**config.mk**
```make
export PLATFORM = sky130hd
export DESIGN_NAME = axi_trigger_queue_flat
export DESIGN_NICKNAME = d
export VERILOG_FILES = /design/src/rtl/axi_trigger_queue_if.sv /design/src/rtl/axi_trigger_queue.sv /design/src/flat_wrapper.sv
export SDC_FILE = /design/constraint.sdc
export NUM_CORES = 1
export LEC_CHECK = 0
export BUFFER_PORTS_ARGS = -buffer_cell sky130_fd_sc_hd__buf_2
export CAP_MARGIN = 20
export CORE_ASPECT_RATIO = 0.5
export CORE_MARGIN = 3
export CORE_UTILIZATION = 48
export CTS_CLUSTER_SIZE = 24
export DETAILED_ROUTE_END_ITERATION = 6
export PLACE_DENSITY = 0.77
export SLEW_MARGIN = 15
export SYNTH_ARGS = -nofsm -noshare
export SYNTH_HDL_FRONTEND = slang
export SYNTH_SLANG_ARGS = --single-unit
```
**constraint.sdc**
```tcl
create_clock -name clk -period 2.9 [get_ports clk]
set_input_delay 0.145 -clock clk [delete_from_list [all_inputs] [get_ports clk]]
set_output_delay 0.145 -clock clk [all_outputs]
set_load 0.01 [all_outputs]
```
**src/rtl/axi_trigger_queue_if.sv**
```systemverilog
`default_nettype none
//==============================================================================
// Module      : if_axi_light
// Description : AXI-lite bundle (32-bit address/data) with master/slave views.
// Revision    : 1.0 - initial release
//==============================================================================
interface if_axi_light;
    logic [31:0] awaddr;
    logic [2:0]  awprot;
    logic        awvalid;
    logic        awready;
    logic [31:0] wdata;
    logic [3:0]  wstrb;
    logic        wvalid;
    logic        wready;
    logic [1:0]  bresp;
    logic        bvalid;
    logic        bready;
    logic [31:0] araddr;
    logic [2:0]  arprot;
    logic        arvalid;
    logic        arready;
    logic [31:0] rdata;
    logic [1:0]  rresp;
    logic        rvalid;
    logic        rready;

    modport master (
        output awaddr, awprot, awvalid, input awready,
        output wdata, wstrb, wvalid, input wready,
        input bresp, bvalid, output bready,
        output araddr, arprot, arvalid, input arready,
        input rdata, rresp, rvalid, output rready
    );

    modport slave (
        input awaddr, awprot, awvalid, output awready,
        input wdata, wstrb, wvalid, output wready,
        output bresp, bvalid, input bready,
        input araddr, arprot, arvalid, output arready,
        output rdata, rresp, rvalid, input rready
    );
endinterface
`default_nettype wire

```
**src/rtl/axi_trigger_queue.sv**
```systemverilog
`default_nettype none
//==============================================================================
// Module      : axi_trigger_queue
// Description : Inline AXI-lite trigger decoder; trigger writes are queued as
//               host requests, other traffic passes through. Build macro
//               TRIG_TIMEOUT_EN adds a timeout on blocking triggers.
// Revision    : 1.0 - initial release
//==============================================================================
`ifndef FILE_TRIGGERS_BASE
`define FILE_TRIGGERS_BASE 32'h0000_1000
`endif

module axi_trigger_queue #(
    parameter int unsigned        N_TRIG         = 8,
    parameter logic [31:0]        TRIG_BASE      = `FILE_TRIGGERS_BASE,
    parameter int unsigned        DEPTH          = 4,
    parameter logic [N_TRIG-1:0]  POSTED_MASK    = '0,
    parameter int unsigned        TIMEOUT_CYC    = 4096,
    parameter int unsigned        AXI_ADDR_WIDTH = 32
) (
    input  logic                      clk,
    input  logic                      res,
    input  logic [AXI_ADDR_WIDTH-1:0] axi_offset,
    output logic                      req_valid,
    output logic [31:0]               req_op,
    output logic [31:0]               req_arg,
    output logic [31:0]               req_addr,
    input  logic                      req_ready,
    output logic [$clog2(DEPTH):0]    pending_count,
    output logic                      timeout_err,
    if_axi_light.slave                s_axi,
    if_axi_light.master               m_axi
);

    localparam int unsigned          c_PTR_W       = $clog2(DEPTH);
    localparam int unsigned          c_CNT_W       = c_PTR_W + 1;
    localparam logic [c_CNT_W-1:0]   c_DEPTH       = c_CNT_W'(DEPTH);
    localparam logic [c_CNT_W-1:0]   c_CNT_ONE     = c_CNT_W'(1);
    localparam logic [c_PTR_W-1:0]   c_PTR_ONE     = c_PTR_W'(1);
    localparam logic [31:0]          c_SPAN        = 32'(4 * N_TRIG);
    localparam logic [15:0]          c_POSTED_MASK = 16'(POSTED_MASK);
    localparam logic [1:0]           c_OKAY        = 2'b00;
    localparam logic [1:0]           c_SLVERR      = 2'b10;

    generate
        if (DEPTH < 2 || (DEPTH & (DEPTH - 1)) != 0 || N_TRIG < 1 || N_TRIG > 16
            || TIMEOUT_CYC < 1) begin : g_param_check
            $error("axi_trigger_queue: illegal parameter combination");
        end
    endgenerate

    typedef enum logic [1:0] {
        S_IDLE      = 2'd0,
        S_WAIT_DONE = 2'd1,
        S_RESP      = 2'd2
    } state_t;

    state_t              r_state;
    state_t              w_state_next;
    logic [1:0]          r_bresp;
    logic [1:0]          w_bresp_next;
    logic                w_flush;

    logic [31:0]         w_offset;
    logic                w_match;
    logic                w_hit;
    logic [3:0]          w_idx;
    logic                w_posted;
    logic [31:0]         w_push_op;
    logic [31:0]         w_push_arg;
    logic [31:0]         w_push_addr;

    logic [31:0]         r_mem_op   [DEPTH];
    logic [31:0]         r_mem_arg  [DEPTH];
    logic [31:0]         r_mem_addr [DEPTH];
    logic [c_PTR_W-1:0]  r_wr_ptr;
    logic [c_PTR_W-1:0]  r_rd_ptr;
    logic [c_PTR_W-1:0]  w_rd_ptr_next;
    logic [c_CNT_W-1:0]  r_count;
    logic [c_CNT_W-1:0]  w_count_next;
    logic                w_full;
    logic                w_push;
    logic                w_pop;
    logic                w_head_is_push;

    logic                r_req_valid;
    logic [31:0]         r_req_op;
    logic [31:0]         r_req_arg;
    logic [31:0]         r_req_addr;

    // Trigger decode: an address outside the window wraps to a large offset.
    assign w_offset    = s_axi.awaddr - TRIG_BASE;
    assign w_match     = (w_offset < c_SPAN) && (w_offset[1:0] == 2'b00);
    assign w_hit       = s_axi.awvalid && s_axi.wvalid && w_match;
    assign w_idx       = w_offset[5:2];
    assign w_posted    = c_POSTED_MASK[w_idx];
    assign w_push_op   = 32'(w_idx) + 32'd1;
    assign w_push_arg  = s_axi.wdata + 32'(axi_offset);
    assign w_push_addr = s_axi.awaddr;

    assign w_full = (r_count == c_DEPTH);
    assign w_push = (r_state == S_IDLE) && w_hit && !w_full;
    assign w_pop  = req_ready && (r_count != '0);

    assign w_rd_ptr_next  = w_pop ? (r_rd_ptr + c_PTR_ONE) : r_rd_ptr;
    assign w_head_is_push = (r_count == '0) || ((r_count == c_CNT_ONE) && w_pop);

    always_comb begin
        w_count_next = r_count;
        if (w_push && !w_pop) begin
            w_count_next = r_count + c_CNT_ONE;
        end else if (!w_push && w_pop) begin
            w_count_next = r_count - c_CNT_ONE;
        end
    end

`ifdef TRIG_TIMEOUT_EN
    logic [31:0] r_tmo_cnt;
    logic        r_tmo_err;
    logic        w_tmo_expired;

    assign w_tmo_expired = (r_state == S_WAIT_DONE) && (r_tmo_cnt == 32'(TIMEOUT_CYC - 1));
    assign timeout_err   = r_tmo_err;

    // Held at zero outside WAIT_DONE, so it starts from zero on every entry.
    always_ff @(posedge clk or posedge res) begin
        if (res) begin
            r_tmo_cnt <= '0;
            r_tmo_err <= 1'b0;
        end else begin
            r_tmo_err <= w_flush;
            if (r_state == S_WAIT_DONE) begin
                r_tmo_cnt <= r_tmo_cnt + 32'd1;
            end else begin
                r_tmo_cnt <= '0;
            end
        end
    end
`else
    assign timeout_err = 1'b0;
`endif

    always_comb begin
        w_state_next = r_state;
        w_bresp_next = r_bresp;
        w_flush      = 1'b0;
        case (r_state)
            S_IDLE: begin
                if (w_push) begin
                    w_state_next = w_posted ? S_RESP : S_WAIT_DONE;
                    w_bresp_next = c_OKAY;
                end
            end
            S_WAIT_DONE: begin
                // A drain in the expiry cycle still completes with OKAY.
                if (w_count_next == '0) begin
                    w_state_next = S_RESP;
                    w_bresp_next = c_OKAY;
                end
`ifdef TRIG_TIMEOUT_EN
                else if (w_tmo_expired) begin
                    w_state_next = S_RESP;
                    w_bresp_next = c_SLVERR;
                    w_flush      = 1'b1;
                end
`endif
            end
            S_RESP: begin
                if (s_axi.bready) begin
                    w_state_next = S_IDLE;
                end
            end
            default: begin
                w_state_next = S_IDLE;
            end
        endcase
    end

    always_comb begin
        m_axi.awaddr  = s_axi.awaddr;
        m_axi.awprot  = s_axi.awprot;
        m_axi.wdata   = s_axi.wdata;
        m_axi.wstrb   = s_axi.wstrb;
        m_axi.araddr  = s_axi.araddr;
        m_axi.arprot  = s_axi.arprot;
        s_axi.rdata   = m_axi.rdata;
        s_axi.rresp   = m_axi.rresp;
        m_axi.awvalid = 1'b0;
        m_axi.wvalid  = 1'b0;
        m_axi.bready  = 1'b0;
        m_axi.arvalid = 1'b0;
        m_axi.rready  = 1'b0;
        s_axi.awready = 1'b0;
        s_axi.wready  = 1'b0;
        s_axi.bvalid  = 1'b0;
        s_axi.bresp   = c_OKAY;
        s_axi.arready = 1'b0;
        s_axi.rvalid  = 1'b0;
        case (r_state)
            S_IDLE: begin
                m_axi.arvalid = s_axi.arvalid;
                s_axi.arready = m_axi.arready;
                s_axi.rvalid  = m_axi.rvalid;
                m_axi.rready  = s_axi.rready;
                s_axi.bvalid  = m_axi.bvalid;
                s_axi.bresp   = m_axi.bresp;
                m_axi.bready  = s_axi.bready;
                // Trigger-window addresses never reach memory, even while W lags.
                if (s_axi.awvalid && w_match) begin
                    s_axi.awready = w_push;
                    s_axi.wready  = w_push;
                end else begin
                    m_axi.awvalid = s_axi.awvalid;
                    s_axi.awready = m_axi.awready;
                    m_axi.wvalid  = s_axi.wvalid;
                    s_axi.wready  = m_axi.wready;
                end
            end
            S_RESP: begin
                s_axi.bvalid = 1'b1;
                s_axi.bresp  = r_bresp;
            end
            default: begin
            end
        endcase
    end

    always_ff @(posedge clk) begin
        if (w_push) begin
            r_mem_op[r_wr_ptr]   <= w_push_op;
            r_mem_arg[r_wr_ptr]  <= w_push_arg;
            r_mem_addr[r_wr_ptr] <= w_push_addr;
        end
    end

    always_ff @(posedge clk or posedge res) begin
        if (res) begin
            r_state     <= S_IDLE;
            r_bresp     <= c_OKAY;
            r_wr_ptr    <= '0;
            r_rd_ptr    <= '0;
            r_count     <= '0;
            r_req_valid <= 1'b0;
            r_req_op    <= '0;
            r_req_arg   <= '0;
            r_req_addr  <= '0;
        end else begin
            r_state <= w_state_next;
            r_bresp <= w_bresp_next;
            if (w_flush) begin
                r_wr_ptr <= '0;
                r_rd_ptr <= '0;
                r_count  <= '0;
            end else begin
                if (w_push) begin
                    r_wr_ptr <= r_wr_ptr + c_PTR_ONE;
                end
                r_rd_ptr <= w_rd_ptr_next;
                r_count  <= w_count_next;
            end
            // Head registers track the entry that will be at the front after this edge.
            if (w_flush || (w_count_next == '0)) begin
                r_req_valid <= 1'b0;
                r_req_op    <= '0;
                r_req_arg   <= '0;
                r_req_addr  <= '0;
            end else if (w_head_is_push) begin
                r_req_valid <= 1'b1;
                r_req_op    <= w_push_op;
                r_req_arg   <= w_push_arg;
                r_req_addr  <= w_push_addr;
            end else begin
                r_req_valid <= 1'b1;
                r_req_op    <= r_mem_op[w_rd_ptr_next];
                r_req_arg   <= r_mem_arg[w_rd_ptr_next];
                r_req_addr  <= r_mem_addr[w_rd_ptr_next];
            end
        end
    end

    assign req_valid     = r_req_valid;
    assign req_op        = r_req_op;
    assign req_arg       = r_req_arg;
    assign req_addr      = r_req_addr;
    assign pending_count = r_count;

endmodule
`default_nettype wire

```
**src/flat_wrapper.sv**
```systemverilog
// flat-port wrapper written by rule: the top's interface ports become plain ports
module axi_trigger_queue_flat 
#(
    parameter int unsigned        N_TRIG         = 8,
    parameter logic [31:0]        TRIG_BASE      = `FILE_TRIGGERS_BASE,
    parameter int unsigned        DEPTH          = 4,
    parameter logic [N_TRIG-1:0]  POSTED_MASK    = '0,
    parameter int unsigned        TIMEOUT_CYC    = 4096,
    parameter int unsigned        AXI_ADDR_WIDTH = 32
)
  (clk, res, axi_offset, req_valid, req_op, req_arg, req_addr, req_ready, pending_count, timeout_err, s_axi_awaddr, s_axi_awprot, s_axi_awvalid, s_axi_awready, s_axi_wdata, s_axi_wstrb, s_axi_wvalid, s_axi_wready, s_axi_bresp, s_axi_bvalid, s_axi_bready, s_axi_araddr, s_axi_arprot, s_axi_arvalid, s_axi_arready, s_axi_rdata, s_axi_rresp, s_axi_rvalid, s_axi_rready, m_axi_awaddr, m_axi_awprot, m_axi_awvalid, m_axi_awready, m_axi_wdata, m_axi_wstrb, m_axi_wvalid, m_axi_wready, m_axi_bresp, m_axi_bvalid, m_axi_bready, m_axi_araddr, m_axi_arprot, m_axi_arvalid, m_axi_arready, m_axi_rdata, m_axi_rresp, m_axi_rvalid, m_axi_rready);
  if_axi_light s_axi_i ();
  if_axi_light m_axi_i ();
  input  logic clk;
  input  logic res;
  input  logic [AXI_ADDR_WIDTH-1:0] axi_offset;
  output logic req_valid;
  output logic [31:0] req_op;
  output logic [31:0] req_arg;
  output logic [31:0] req_addr;
  input  logic req_ready;
  output logic [$clog2(DEPTH):0] pending_count;
  output logic timeout_err;
  input wire logic [$bits(s_axi_i.awaddr)-1:0] s_axi_awaddr;
  input wire logic [$bits(s_axi_i.awprot)-1:0] s_axi_awprot;
  input wire logic [$bits(s_axi_i.awvalid)-1:0] s_axi_awvalid;
  output wire logic [$bits(s_axi_i.awready)-1:0] s_axi_awready;
  input wire logic [$bits(s_axi_i.wdata)-1:0] s_axi_wdata;
  input wire logic [$bits(s_axi_i.wstrb)-1:0] s_axi_wstrb;
  input wire logic [$bits(s_axi_i.wvalid)-1:0] s_axi_wvalid;
  output wire logic [$bits(s_axi_i.wready)-1:0] s_axi_wready;
  output wire logic [$bits(s_axi_i.bresp)-1:0] s_axi_bresp;
  output wire logic [$bits(s_axi_i.bvalid)-1:0] s_axi_bvalid;
  input wire logic [$bits(s_axi_i.bready)-1:0] s_axi_bready;
  input wire logic [$bits(s_axi_i.araddr)-1:0] s_axi_araddr;
  input wire logic [$bits(s_axi_i.arprot)-1:0] s_axi_arprot;
  input wire logic [$bits(s_axi_i.arvalid)-1:0] s_axi_arvalid;
  output wire logic [$bits(s_axi_i.arready)-1:0] s_axi_arready;
  output wire logic [$bits(s_axi_i.rdata)-1:0] s_axi_rdata;
  output wire logic [$bits(s_axi_i.rresp)-1:0] s_axi_rresp;
  output wire logic [$bits(s_axi_i.rvalid)-1:0] s_axi_rvalid;
  input wire logic [$bits(s_axi_i.rready)-1:0] s_axi_rready;
  output wire logic [$bits(m_axi_i.awaddr)-1:0] m_axi_awaddr;
  output wire logic [$bits(m_axi_i.awprot)-1:0] m_axi_awprot;
  output wire logic [$bits(m_axi_i.awvalid)-1:0] m_axi_awvalid;
  input wire logic [$bits(m_axi_i.awready)-1:0] m_axi_awready;
  output wire logic [$bits(m_axi_i.wdata)-1:0] m_axi_wdata;
  output wire logic [$bits(m_axi_i.wstrb)-1:0] m_axi_wstrb;
  output wire logic [$bits(m_axi_i.wvalid)-1:0] m_axi_wvalid;
  input wire logic [$bits(m_axi_i.wready)-1:0] m_axi_wready;
  input wire logic [$bits(m_axi_i.bresp)-1:0] m_axi_bresp;
  input wire logic [$bits(m_axi_i.bvalid)-1:0] m_axi_bvalid;
  output wire logic [$bits(m_axi_i.bready)-1:0] m_axi_bready;
  output wire logic [$bits(m_axi_i.araddr)-1:0] m_axi_araddr;
  output wire logic [$bits(m_axi_i.arprot)-1:0] m_axi_arprot;
  output wire logic [$bits(m_axi_i.arvalid)-1:0] m_axi_arvalid;
  input wire logic [$bits(m_axi_i.arready)-1:0] m_axi_arready;
  input wire logic [$bits(m_axi_i.rdata)-1:0] m_axi_rdata;
  input wire logic [$bits(m_axi_i.rresp)-1:0] m_axi_rresp;
  input wire logic [$bits(m_axi_i.rvalid)-1:0] m_axi_rvalid;
  output wire logic [$bits(m_axi_i.rready)-1:0] m_axi_rready;
  assign s_axi_i.awaddr = s_axi_awaddr;
  assign s_axi_i.awprot = s_axi_awprot;
  assign s_axi_i.awvalid = s_axi_awvalid;
  assign s_axi_awready = s_axi_i.awready;
  assign s_axi_i.wdata = s_axi_wdata;
  assign s_axi_i.wstrb = s_axi_wstrb;
  assign s_axi_i.wvalid = s_axi_wvalid;
  assign s_axi_wready = s_axi_i.wready;
  assign s_axi_bresp = s_axi_i.bresp;
  assign s_axi_bvalid = s_axi_i.bvalid;
  assign s_axi_i.bready = s_axi_bready;
  assign s_axi_i.araddr = s_axi_araddr;
  assign s_axi_i.arprot = s_axi_arprot;
  assign s_axi_i.arvalid = s_axi_arvalid;
  assign s_axi_arready = s_axi_i.arready;
  assign s_axi_rdata = s_axi_i.rdata;
  assign s_axi_rresp = s_axi_i.rresp;
  assign s_axi_rvalid = s_axi_i.rvalid;
  assign s_axi_i.rready = s_axi_rready;
  assign m_axi_awaddr = m_axi_i.awaddr;
  assign m_axi_awprot = m_axi_i.awprot;
  assign m_axi_awvalid = m_axi_i.awvalid;
  assign m_axi_i.awready = m_axi_awready;
  assign m_axi_wdata = m_axi_i.wdata;
  assign m_axi_wstrb = m_axi_i.wstrb;
  assign m_axi_wvalid = m_axi_i.wvalid;
  assign m_axi_i.wready = m_axi_wready;
  assign m_axi_i.bresp = m_axi_bresp;
  assign m_axi_i.bvalid = m_axi_bvalid;
  assign m_axi_bready = m_axi_i.bready;
  assign m_axi_araddr = m_axi_i.araddr;
  assign m_axi_arprot = m_axi_i.arprot;
  assign m_axi_arvalid = m_axi_i.arvalid;
  assign m_axi_i.arready = m_axi_arready;
  assign m_axi_i.rdata = m_axi_rdata;
  assign m_axi_i.rresp = m_axi_rresp;
  assign m_axi_i.rvalid = m_axi_rvalid;
  assign m_axi_rready = m_axi_i.rready;
  axi_trigger_queue #(.N_TRIG(N_TRIG), .TRIG_BASE(TRIG_BASE), .DEPTH(DEPTH), .POSTED_MASK(POSTED_MASK), .TIMEOUT_CYC(TIMEOUT_CYC), .AXI_ADDR_WIDTH(AXI_ADDR_WIDTH)) u_core (.clk(clk), .res(res), .axi_offset(axi_offset), .req_valid(req_valid), .req_op(req_op), .req_arg(req_arg), .req_addr(req_addr), .req_ready(req_ready), .pending_count(pending_count), .timeout_err(timeout_err), .s_axi(s_axi_i), .m_axi(m_axi_i));
endmodule
```
# Yosys cells after proc, flatten, opt, wreduce, memory -nomap -nowiden
# Memory sizes are Yosys's and may differ from the RTL's.
# Cells that the tools add are included.
# totals
word_cells	87
n_memories	4
output_inout_bits	253
register_bits	108
input_bits	187
ram_bits	276
mem_bits_ro	16
# memory_table
memory	words	width	rd	rd_ports_with_merged_regs	write_ports	line	rtl
u_core.r_mem_addr	4	32	1	0	1	axi_trigger_queue.sv:75	logic [31:0] r_mem_addr [DEPTH];
u_core.r_mem_arg	4	32	1	0	1	axi_trigger_queue.sv:74	logic [31:0] r_mem_arg [DEPTH];
u_core.r_mem_op	4	5	1	0	1	axi_trigger_queue.sv:73	logic [31:0] r_mem_op [DEPTH];
(no name shown)	16	1	1	0	0	axi_trigger_queue.sv:96	assign w_posted = c_POSTED_MASK[w_idx];
# classes
n_eq_ne	7
addsub	7
mux	36
n_reduce_logical	22
order_cmp	2
# ops
op	count
$mux 32	6
$add 32x32->32	1
$lt 32x6->1 const B	1
$sub 32x13->32 const B	1
$mux 1	17
$mux 2	7
$logic_and 1x1->1	10
$pmux 2 s2	2
$logic_not 3->1	2
$mux 3	2
$pmux 2 s3	1
$reduce_and 3->1	2
$add 4x1->5 const B	1
$lt 4x5->1 const B	1
$add 2x1->2 const B	2
$logic_not 2->1	2
$ne 2x1->1 const B	2
$add 3x1->3 const B	1
$eq 3x1->1 const B	1
$eq 3x3->1 const B	1
$logic_not 1->1	3
$reduce_bool 3->1	1
$sub 3x1->3 const B	1
$eq 2x1->1 const B	1
5 further kinds	5

# Logic depth before layout (Yosys ltp)
# Gate-level depths: netlist of the first run.
# logic_depth
ltp_word	13
mapped_depth	13
mapped_depth_nobuf	10

# Least setup slack after synthesis of the first run
# No wires, ideal clock.
# synth_timing
path_kind	register -> register
start	reg u_core.r_count[0], in the netlist u_core.pending_count[0]
end	mem u_core.r_mem_addr[0][0] (enable)
setup_ps	435
arrival_time_ps	2765
path_slack_ps	-300
period_less_slack_ps	3200
stages_incl_launch_ff	6
required_ps	2465
cell_sequence	dfrtp_1 inv_1 ha_1 nand2_1 and4_1 and3_1
# synth_between
elab_chain_len	5
# synth_rtl
element	line	rtl
start, declared	axi_trigger_queue.sv:79	logic [c_CNT_W-1:0] r_count;
start signal, assigned	axi_trigger_queue.sv:259	r_count <= w_count_next;
$eq 3x3->1	axi_trigger_queue.sv:101	assign w_full = (r_count == c_DEPTH);
$logic_not 1->1	axi_trigger_queue.sv:102	assign w_push = (r_state == S_IDLE) && w_hit && !w_full;
$logic_and 1x1->1	axi_trigger_queue.sv:102	
$mux 1	axi_trigger_queue.sv:229	if (w_push) begin
$mux 1 (not written as such)	axi_trigger_queue.sv:232	r_mem_addr[r_wr_ptr] <= w_push_addr;
end, declared	axi_trigger_queue.sv:75	
# Every way passes these cells.

# Final worst setup path of the first run
# layout_timing
start	in s_axi_awaddr[15]
end	reg u_core.r_req_arg[30], in the netlist u_core.req_arg[30]
# layout_between
elab_chain_len	12
# layout_rtl
element	line	rtl
start, declared	flat_wrapper.sv:24	input wire logic [$bits(s_axi_i.awaddr)-1:0] s_axi_awaddr;
$sub 32x13->32 *	axi_trigger_queue.sv:92	assign w_offset = s_axi.awaddr - TRIG_BASE;
$lt 32x6->1 *	axi_trigger_queue.sv:93	assign w_match = (w_offset < c_SPAN) && (w_offset[1:0] == 2'b00);
$logic_and 1x1->1 *	axi_trigger_queue.sv:93	
$logic_and 1x1->1 *	axi_trigger_queue.sv:94	assign w_hit = s_axi.awvalid && s_axi.wvalid && w_match;
$logic_and 1x1->1 * (2 in series)	axi_trigger_queue.sv:102	
$logic_not 1->1	axi_trigger_queue.sv:112	end else if (!w_push && w_pop) begin
$logic_and 1x1->1	axi_trigger_queue.sv:112	
$mux 3	axi_trigger_queue.sv:112	
$mux 3 *	axi_trigger_queue.sv:110	if (w_push && !w_pop) begin
$logic_not 3->1 *	axi_trigger_queue.sv:262	if (w_flush || (w_count_next == '0)) begin
$mux 32 *	axi_trigger_queue.sv:262	
end signal, assigned	axi_trigger_queue.sv:270	r_req_arg <= w_push_arg;
end signal, assigned	axi_trigger_queue.sv:275	r_req_arg <= r_mem_arg[w_rd_ptr_next];
end, declared	axi_trigger_queue.sv:88	logic [31:0] r_req_arg;
# Every way passes the cells marked *; elsewhere a longest branch is shown, timed or not.
# A chain may end at the register's enable or synchronous reset.

==> impl_summary.md, run 1 <==
Cells and area
In the layout the commonest cells are sky130_fd_sc_hd__edfxtp_1 (276), sky130_fd_sc_hd__buf_2 (259), sky130_fd_sc_hd__nand2_1 (146). The net total in the final layout is about 1,600. The library cell used most frequently in the layout, excluding fill and tap cells, is sky130_fd_sc_hd__edfxtp_1. In the final layout, the multi-input gates occupy roughly 4900 um^2.

The post-synthesis to final-layout area growth is 17.27%. The filler cell count is around 2,500. The sequential standard cell area is 10,260 um^2. The diode insertion count for antenna repair is 0. The fraction of layout cells with a size suffix above 1 is 0.3398.

Power and ir drop
The power per cell area is 929.6 nW/um^2. The internal power of the cells totals approximately 12,000 uW. The overall power consumption is between 15,000 and 20,000 uW.

Of the total power, combinational logic draws 0.405. The share of total power dissipated in the clock network is 0.241. The share of total power consumed by net switching is 0.3328. Of the total power, registers draw 0.355. The total net switching power is 5976 uW. For this design the static power due to leakage is roughly 0.0076 uW.

VDD sags by at most roughly 440 uV.

Place
During placement, the flow inserted port buffers numbering ~260. The placer congestion estimate is about 0.80. The post-DP HPWL is 25,950 um.

Clock network
The number of buffers created by CTS is 34. For this design, the sink count on the clock tree is 355. The post-CTS clock slew at the launch and capture registers of the worst setup and hold paths is roughly 70 ps. The clock tree from TritonCTS is done.

For the worst-skew pair, the clock arrives at the later sink with an insertion delay of 520 ps. The H-tree generated during clock tree synthesis spans 2 levels. The largest buffer count on any clock path is 3. The clock root buffer is sky130_fd_sc_hd__clkbuf_16.

Synthesis
During synthesis, Yosys emitted a total of 0 warnings. After technology mapping, the gate count stands at 1,164. The share of synthesized registers carrying an async set or reset is 0.2225.

The synthesized design contains 355 register bits. Averaged over all synthesized cells, the footprint is between 10 and 15 um^2. Among all flip-flop cells after synthesis, the most frequent one is sky130_fd_sc_hd__edfxtp_1. The synthesized design contains around 280 enable-type register cells.

For this run, the register share of the synthesized area comes to 0.6232. The synthesized cell area is between 15,000 and 20,000 um^2. The count of distinct cell types in the synthesized netlist is 63.

GRT
The global-route wire length before repair is 58,710 um. The maximum number of pins on one net before global-route repair is 71. The number of global-route vias before repair was 10,179. Across every metal layer, demand over resource in global routing totals 0.2094. The initial antenna violation count was 0. The total overflow left after global routing is 0.

Timing
The total count of hold-check failures in the final report is 0. The tightest slew margin relative to the limit is 0.3383. The clock arrives with approximately 23 ps of skew. The number of max-slew violations in the final report is 0.

After layout, the worst setup slack is -14.98 ps. The maximum frequency from static timing analysis is 0.3431 GHz. The number of setup violations in the final report is 1. Dividing the final minimum period by the clock period gives 1.005. The worst hold slack across all endpoints is 58.42 ps. For the finished layout, the period the worst path requires is 2915 ps.

At the pin with the least slew margin, the transition time is 992.5 ps.

Critical path
The startpoint type of the worst setup path is an input pin. The slowest stage of the critical path is the sky130_fd_sc_hd__dlygate4sd3_1 cell. The worst setup path is of the in2reg kind. Walking the worst path, the cells encountered are dlygate4sd3_1 > buf_2 > nor4_2 > nand4_1 > or3b_4 > buf_4 > mux2i_4 > xnor2_2 > o31a_4 > or4_4 > o211ai_2. The gate family responsible for the most delay along the worst path is simple AND/OR/NAND/NOR gates. Along the worst path, the maximum fanout reaches 7. STA puts the critical path data arrival time at 3340 ps. Together, buffers and inverters on the worst path number 3. The worst stage delay on the critical path is 530 ps. The worst setup path is captured at a flip-flop. Data on the critical path is required at its endpoint by 3330 ps.

Drt
In this run, the number of DRC markers left after iteration 0 of detailed routing was between 800 and 900. Wire segments on met3 add up to ~2600 um in the final route. The first detailed-routing pass took 5 iterations. The routed layout has 10,239 vias. The detailed-route wire length per cell is 21.84 um.

The amount of wire on met2 after detailed routing is 21,080 um. The highest routed metal layer is met4. The total routed wirelength is 40,100 um. After detailed routing, the wire length on met1 is 15,060 um.

Using the TritonRoute via totals, the vias-per-cell ratio works out to 5.577. Once detail routing completed, the nets flagged for antenna violations numbered 0. In the routed design, unresolved DRC markers number 0.

Floorplanning
The initial cell density of the core is 0.4923. The total number of placement rows is 47. The boundary pin count is 440. The width of the die is 268.0 um. The floorplan step defined a die boundary enclosing 36,710 um^2.

The floorplan step set the die height to between 100 and 150 um. The total core area is ~33,000 um^2.

Hold path
The path class of the tightest hold or removal check is in2reg.

Status
The flow ran to the end, but the final reports show violations. The checks that failed: negative setup slack.

Job
The reported max-cap violation count is 0.
final timing paths:
kind	start	slack, ps	cells after the start	to
max	s_axi_awaddr[15]	-10	11	u_core.req_arg[30]
min	axi_offset[31]	60	4	u_core.req_arg[31]
max reg2reg	u_core.pending_count[1]	80	11	u_core.req_arg[30]
min reg2reg	u_core.r_wr_ptr[0]	530	1	u_core.r_wr_ptr[0]
max in group asynchronous	res	1930	4	u_core.req_arg[27]
min in group asynchronous	res	310	3	u_core.req_addr[15]
registers in the layout, indices dropped and copies added (netlist names), 3 cells and up:
register	count
u_core.req_arg	32
u_core.req_op	5
u_core.r_mem_op	20
u_core.pending_count	3
u_core.r_mem_arg	128
u_core.req_addr	32
u_core.r_mem_addr	128
area by class of cell:
cell class / instances / share of cell area
clock buffer: 44 / 0.04865
clock inverter: 16 / 0.006996
inverter: 18 / 0.003757
multi-input combinational: 606 / 0.2552
sequential: 355 / 0.5314
tap: 441 / 0.02857
timing repair buffer: 356 / 0.1254
cell families after synthesis:
| group | share of synthesized area |
|---|---|
| buffers and inverters | 0.09244 |
| muxes | 0.09806 |
| DFF | 0.6232 |
| other | 0.0002277 |
| and+or+nand+nor | 0.07155 |
| adders and majority gates | 0.03281 |
| xor gates and xnor gates | 0.01907 |
| AOI/OAI and AO/OA | 0.06267 |
synth_stat cells (all sizes together), types with 2 or more instances:
cell type | n | area share
a211oi | 4 | 0.0018
a21boi | 3 | 0.0016
a21o | 22 | 0.010
a21oi | 88 | 0.027
a31o | 4 | 0.0021
a31oi | 5 | 0.0019
and2 | 10 | 0.0038
and3 | 13 | 0.0049
and4 | 3 | 0.0016
buf | 178 | 0.080
clkbuf | 35 | 0.0080
dfrtp | 79 | 0.12
edfxtp | 276 | 0.50
ha | 40 | 0.030
inv | 18 | 0.0041
maj3 | 2 | 0.0012
mux2i | 5 | 0.0030
mux4 | 69 | 0.094
nand2 | 146 | 0.033
nand2b | 4 | 0.0015
nand3 | 11 | 0.0033
nand4 | 5 | 0.0019
nand4b | 2 | 0.0011
nor2 | 25 | 0.0057
nor2b | 2 | 0.00076
nor3 | 7 | 0.0021
nor4 | 13 | 0.0049
o2111ai | 2 | 0.0011
o211ai | 5 | 0.0026
o21a | 2 | 0.00091
o21ai | 19 | 0.0058
o21bai | 2 | 0.00091
o31a | 2 | 0.0011
or2 | 4 | 0.0015
or3 | 5 | 0.0019
xnor2 | 25 | 0.014
xor2 | 10 | 0.0053
per-layer routing:
layer / global-route usage / vias up
met4: 0.08102 / 0
met3: 0.03700 / 108
met1: 0.2582 / 5125
li1: - / 4538
met2: 0.3723 / 468
met5: 0 / -
power by group through the flow:
stage | logic [uW] | registers [uW] | clock network (uW)
2_1_floorplan | 4430 | 6700 | 0
3_3_place_gp | 6790 | 6470 | 0
3_5_place_dp | 7000 | 6480 | 0
4_1_cts | 7100 | 6380 | 4380
5_1_grt | 7850 | 6410 | 4580
6_report | 7270 | 6370 | 4320
through the flow:
stage / setup WS (ps) / cell area, um^2 / cells / setup TNS, ps / utilization
2_1_floorplan: 103.9 / 16580 / 1191 / 0 / -
3_3_place_gp: -223.1 / 17720 / 1737 / -6313 / 0.5294
3_5_place_dp: -237.1 / 17740 / 1738 / -11030 / 0.5300
4_1_cts: 25.51 / 19160 / 1833 / 0 / 0.5727
5_1_grt: -63.94 / 19320 / 1836 / -178.4 / 0.5773
6_report: -14.98 / 19320 / 1836 / -14.98 / 0.5773
timing repair:
action                                  CTS  global route
pin swaps                                 0             2
hold buffers                             35             0
gates cloned                              0             3
gates resized for setup                   1            15
buffers inserted                          0             0
endpoints found under the hold margin   205             0
endpoints found under the setup margin    1            69
tightest hold or removal path, cell delays in order:
cell	delay, ps
sky130_fd_sc_hd__buf_2	100
sky130_fd_sc_hd__xnor2_1	100
sky130_fd_sc_hd__nand4_1	90
sky130_fd_sc_hd__a31oi_1	80
Power figures use the tool's default switching activity.
==> run 2, diff against run 1 <==
Settings changed: SETUP_SLACK_MARGIN set to 0.05.
==> impl_summary.md, run 2 (synthesis results as in run 1) <==
Status
The run finished with clean final reports.

Critical path
STA classifies the critical path endpoint as a flip-flop. The worst setup path is launched from an input pin. In this run the number of cells on the critical path is 12. Along the worst path, the maximum fanout reaches 14. For the worst flop-to-flop path, the logic depth is 11.

At the worst endpoint, the arrival time is ~3200 ps. The critical path data required time is 3270 ps. The internal reg-to-reg setup slack is about 110 ps. The termination of the worst setup path is u_core.req_arg[14]. The gate family responsible for the most delay along the worst path is buffers and inverters.

The count of buffer and inverter cells on the critical path is 5. Traced cell by cell, the critical path runs through dlygate4sd3_1 > buf_2 > nor4_4 > buf_4 > nand4_1 > or3b_4 > buf_4 > mux2i_4 > xnor2_2 > o31a_4 > buf_12 > a21oi_1. The worst register-to-register path begins at u_core.pending_count[1]. In this run the critical register-to-register path is captured at u_core.req_arg[14].

The category of the critical setup timing path is in2reg. The worst stage delay on the critical path is approximately 530 ps. Among the stages of the critical path, the cell type that occurs most often is sky130_fd_sc_hd__buf_4. The slowest stage cell on the critical path is sky130_fd_sc_hd__dlygate4sd3_1. The beginning of the critical path is s_axi_awaddr[20].

Floorplanning
The initial utilization of the core area, before any placement, comes to 0.4923. After floorplanning, the core was divided into 47 placement rows. Pin placement for this block handled 440 I/O pins. The floorplan step set the die height to about 140 um.

The region available for standard cell placement spans 33,460 um^2. The die area is 36,710 um^2. In this run the horizontal extent of the chip is around 270 um.

Power and ir drop
The worst ir drop on vdd is 424.3 uV. The power per cell area is 930.6 nW/um^2. In this run the static leakage power is 0.007648 uW. Summing internal, switching and leakage power gives 17,990 uW.

Place
The placed instances occupy a cell area of between 15,000 and 20,000 um^2. The number of placed instances, taps included, is approximately 1,700. At the end of routability-driven placement, the weighted congestion stood at 0.7979. The count of buffers added on input and output ports is 259.

The post-DP HPWL is roughly 26,000 um.

Drt
After detailed routing, the total wire length is 40,190 um. The first-pass iteration count of the detailed router is 5. The detailed router put a total of around 15,000 um of wire on met1.

In this run the remaining antenna-violating nets after routing total 0. The detailed-route wire length per cell is 21.88 um. The amount of wire on met3 after detailed routing is 2606 um. After detailed routing, the number of vias per cell comes to 5.635. The first routing iteration left about 800 violations.

The highest routed metal layer is met4. The routed design uses 21,010 um of met2 wire. After detailed routing, the number of remaining DRC violations is 0. The count of vias placed by the detailed router is 10,352.

Timing
The maximum frequency from static timing analysis is 0.3575 GHz. Between clock sinks in the finished design, the worst skew comes to 17.15 ps. For the pin with the worst max-slew slack, the measured transition is 979.3 ps.

Headroom to the max-slew limit came out at 0.3471. The number of max-slew violations in the final report is 0. The worst hold slack across all endpoints is about 54 ps. The part of the cycle the worst path needs is 0.9644. The post-route minimum period is approximately 2800 ps. Setup violations remaining at the end of the flow were counted as 0. The total count of hold-check failures in the final report is 0.

Setup repair after global routing could not meet its margin everywhere.

Clock network
The post-CTS clock slew at the launch and capture registers of the worst setup and hold paths is approximately 70 ps. In this run the deepest clock path goes through 3 buffers. The tree is rooted in a sky130_fd_sc_hd__clkbuf_16.

The H-tree was split into 2 levels. The clock tree from TritonCTS is done. Clock tree synthesis inserted a total of 34 buffers. Counting every sink on the clock net gives 355. Clock latency on the worst-skew pair, taken at its later pin, is 510 ps.

GRT
For this run the aggregate overflow at the end of global routing stands at 0. The initial antenna violation count is 0. The global-route wire length before repair is 58,810 um. For this run, the total global-route usage over all layers was measured as 0.2095.

The number of global-route vias before repair is 10,232. Entering global routing, the biggest net connects 71 pins.

Cells and area
In the final layout, the registers with the most flip-flops are u_core.r_mem_addr (128), u_core.r_mem_arg (128). The final layout contains 1,600 nets. The library cells used most frequently in the layout, excluding fill and tap cells, are sky130_fd_sc_hd__edfxtp_1 (276), sky130_fd_sc_hd__buf_2 (258), sky130_fd_sc_hd__nand2_1 (146).

The filler cell count is 2,454. The final standard cell utilization of the core is 0.5777. The area used by multi-input combinational logic is 4933 um^2. The fraction of layout cells with a size suffix above 1 is 0.3424. The cell area after layout is 19,330 um^2. Registers take between 10,000 and 15,000 um^2. The diode insertion count for antenna repair is 0. For this run, the number of standard cells in the final layout without fillers is 1,837. The commonest non-fill, non-tap cell in the layout is sky130_fd_sc_hd__edfxtp_1.

The post-synthesis to final-layout area growth is 17.35%.

Hold path
The min-delay analysis places its worst path in the category in2reg. The worst hold path begins at axi_offset[31].

Job
The reported max-cap violation count is 0.
-- run 2: metal layers --
layer / track usage / up-vias
li1: - / 4539
met1: 0.2590 / 5251
met2: 0.3716 / 450
met3: 0.03682 / 112
met4: 0.08162 / 0
met5: 0 / -
-- run 2: worst min-delay path by stage --
stage / slack (ps) / to / cells after the start
global route: 60 / u_core.req_arg[31] / 4
finish: 50 / u_core.req_arg[31] / 4
global placement: 290 / m_axi_araddr[7] / 0
CTS: 50 / u_core.req_arg[31] / 4
floorplan: 240 / u_core.r_mem_addr[0][0] / 0
detailed placement: 290 / m_axi_araddr[7] / 0
-- run 2: worst register-to-register path: cells and delay by family (launching register included) --
kind	cells	cell delay, ps
flip-flops	1	350
AND/OR/NAND/NOR	3	730
buffers and inverters	3	490
adder cells (fa/ha/maj)	1	200
XOR/XNOR	1	250
AO/OA/AOI/OAI	2	420
multiplexers	1	190
-- run 2: what timing repair did --
| item | 4_1_cts | 5_1_grt |
|---|---|---|
| pin swaps | 0 | 3 |
| endpoints found under the hold margin | 205 | 0 |
| gates resized for setup | 1 | 19 |
| hold buffers | 35 | 0 |
| setup buffers | 0 | 1 |
| setup endpoints to repair | 45 | 70 |
| cloned | 0 | 3 |
-- run 2: layout make-up --
type	count	area share
sequential	355	0.5310
multi-input combinational	606	0.2552
timing repair buffer	357	0.1258
clock buffer	44	0.04861
tap	441	0.02855
clock inverter	16	0.006991
inverter	18	0.003754
-- run 2: metrics by stage --
step	worst slack, ps	TNS [ps]
after floorplan	103.9	0
after global placement	-223.1	-6313
after detailed placement	-237.1	-11030
after CTS	54.50	0
after global routing	8.933	0
final	103.1	0
-- run 2: power by group --
part           leakage, uW  internal (uW)  total [uW]  switching [uW]
clock network     0.000521           2470        4330            1850
registers          0.00345           6160        6370             207
logic              0.00368           3360        7290            3940
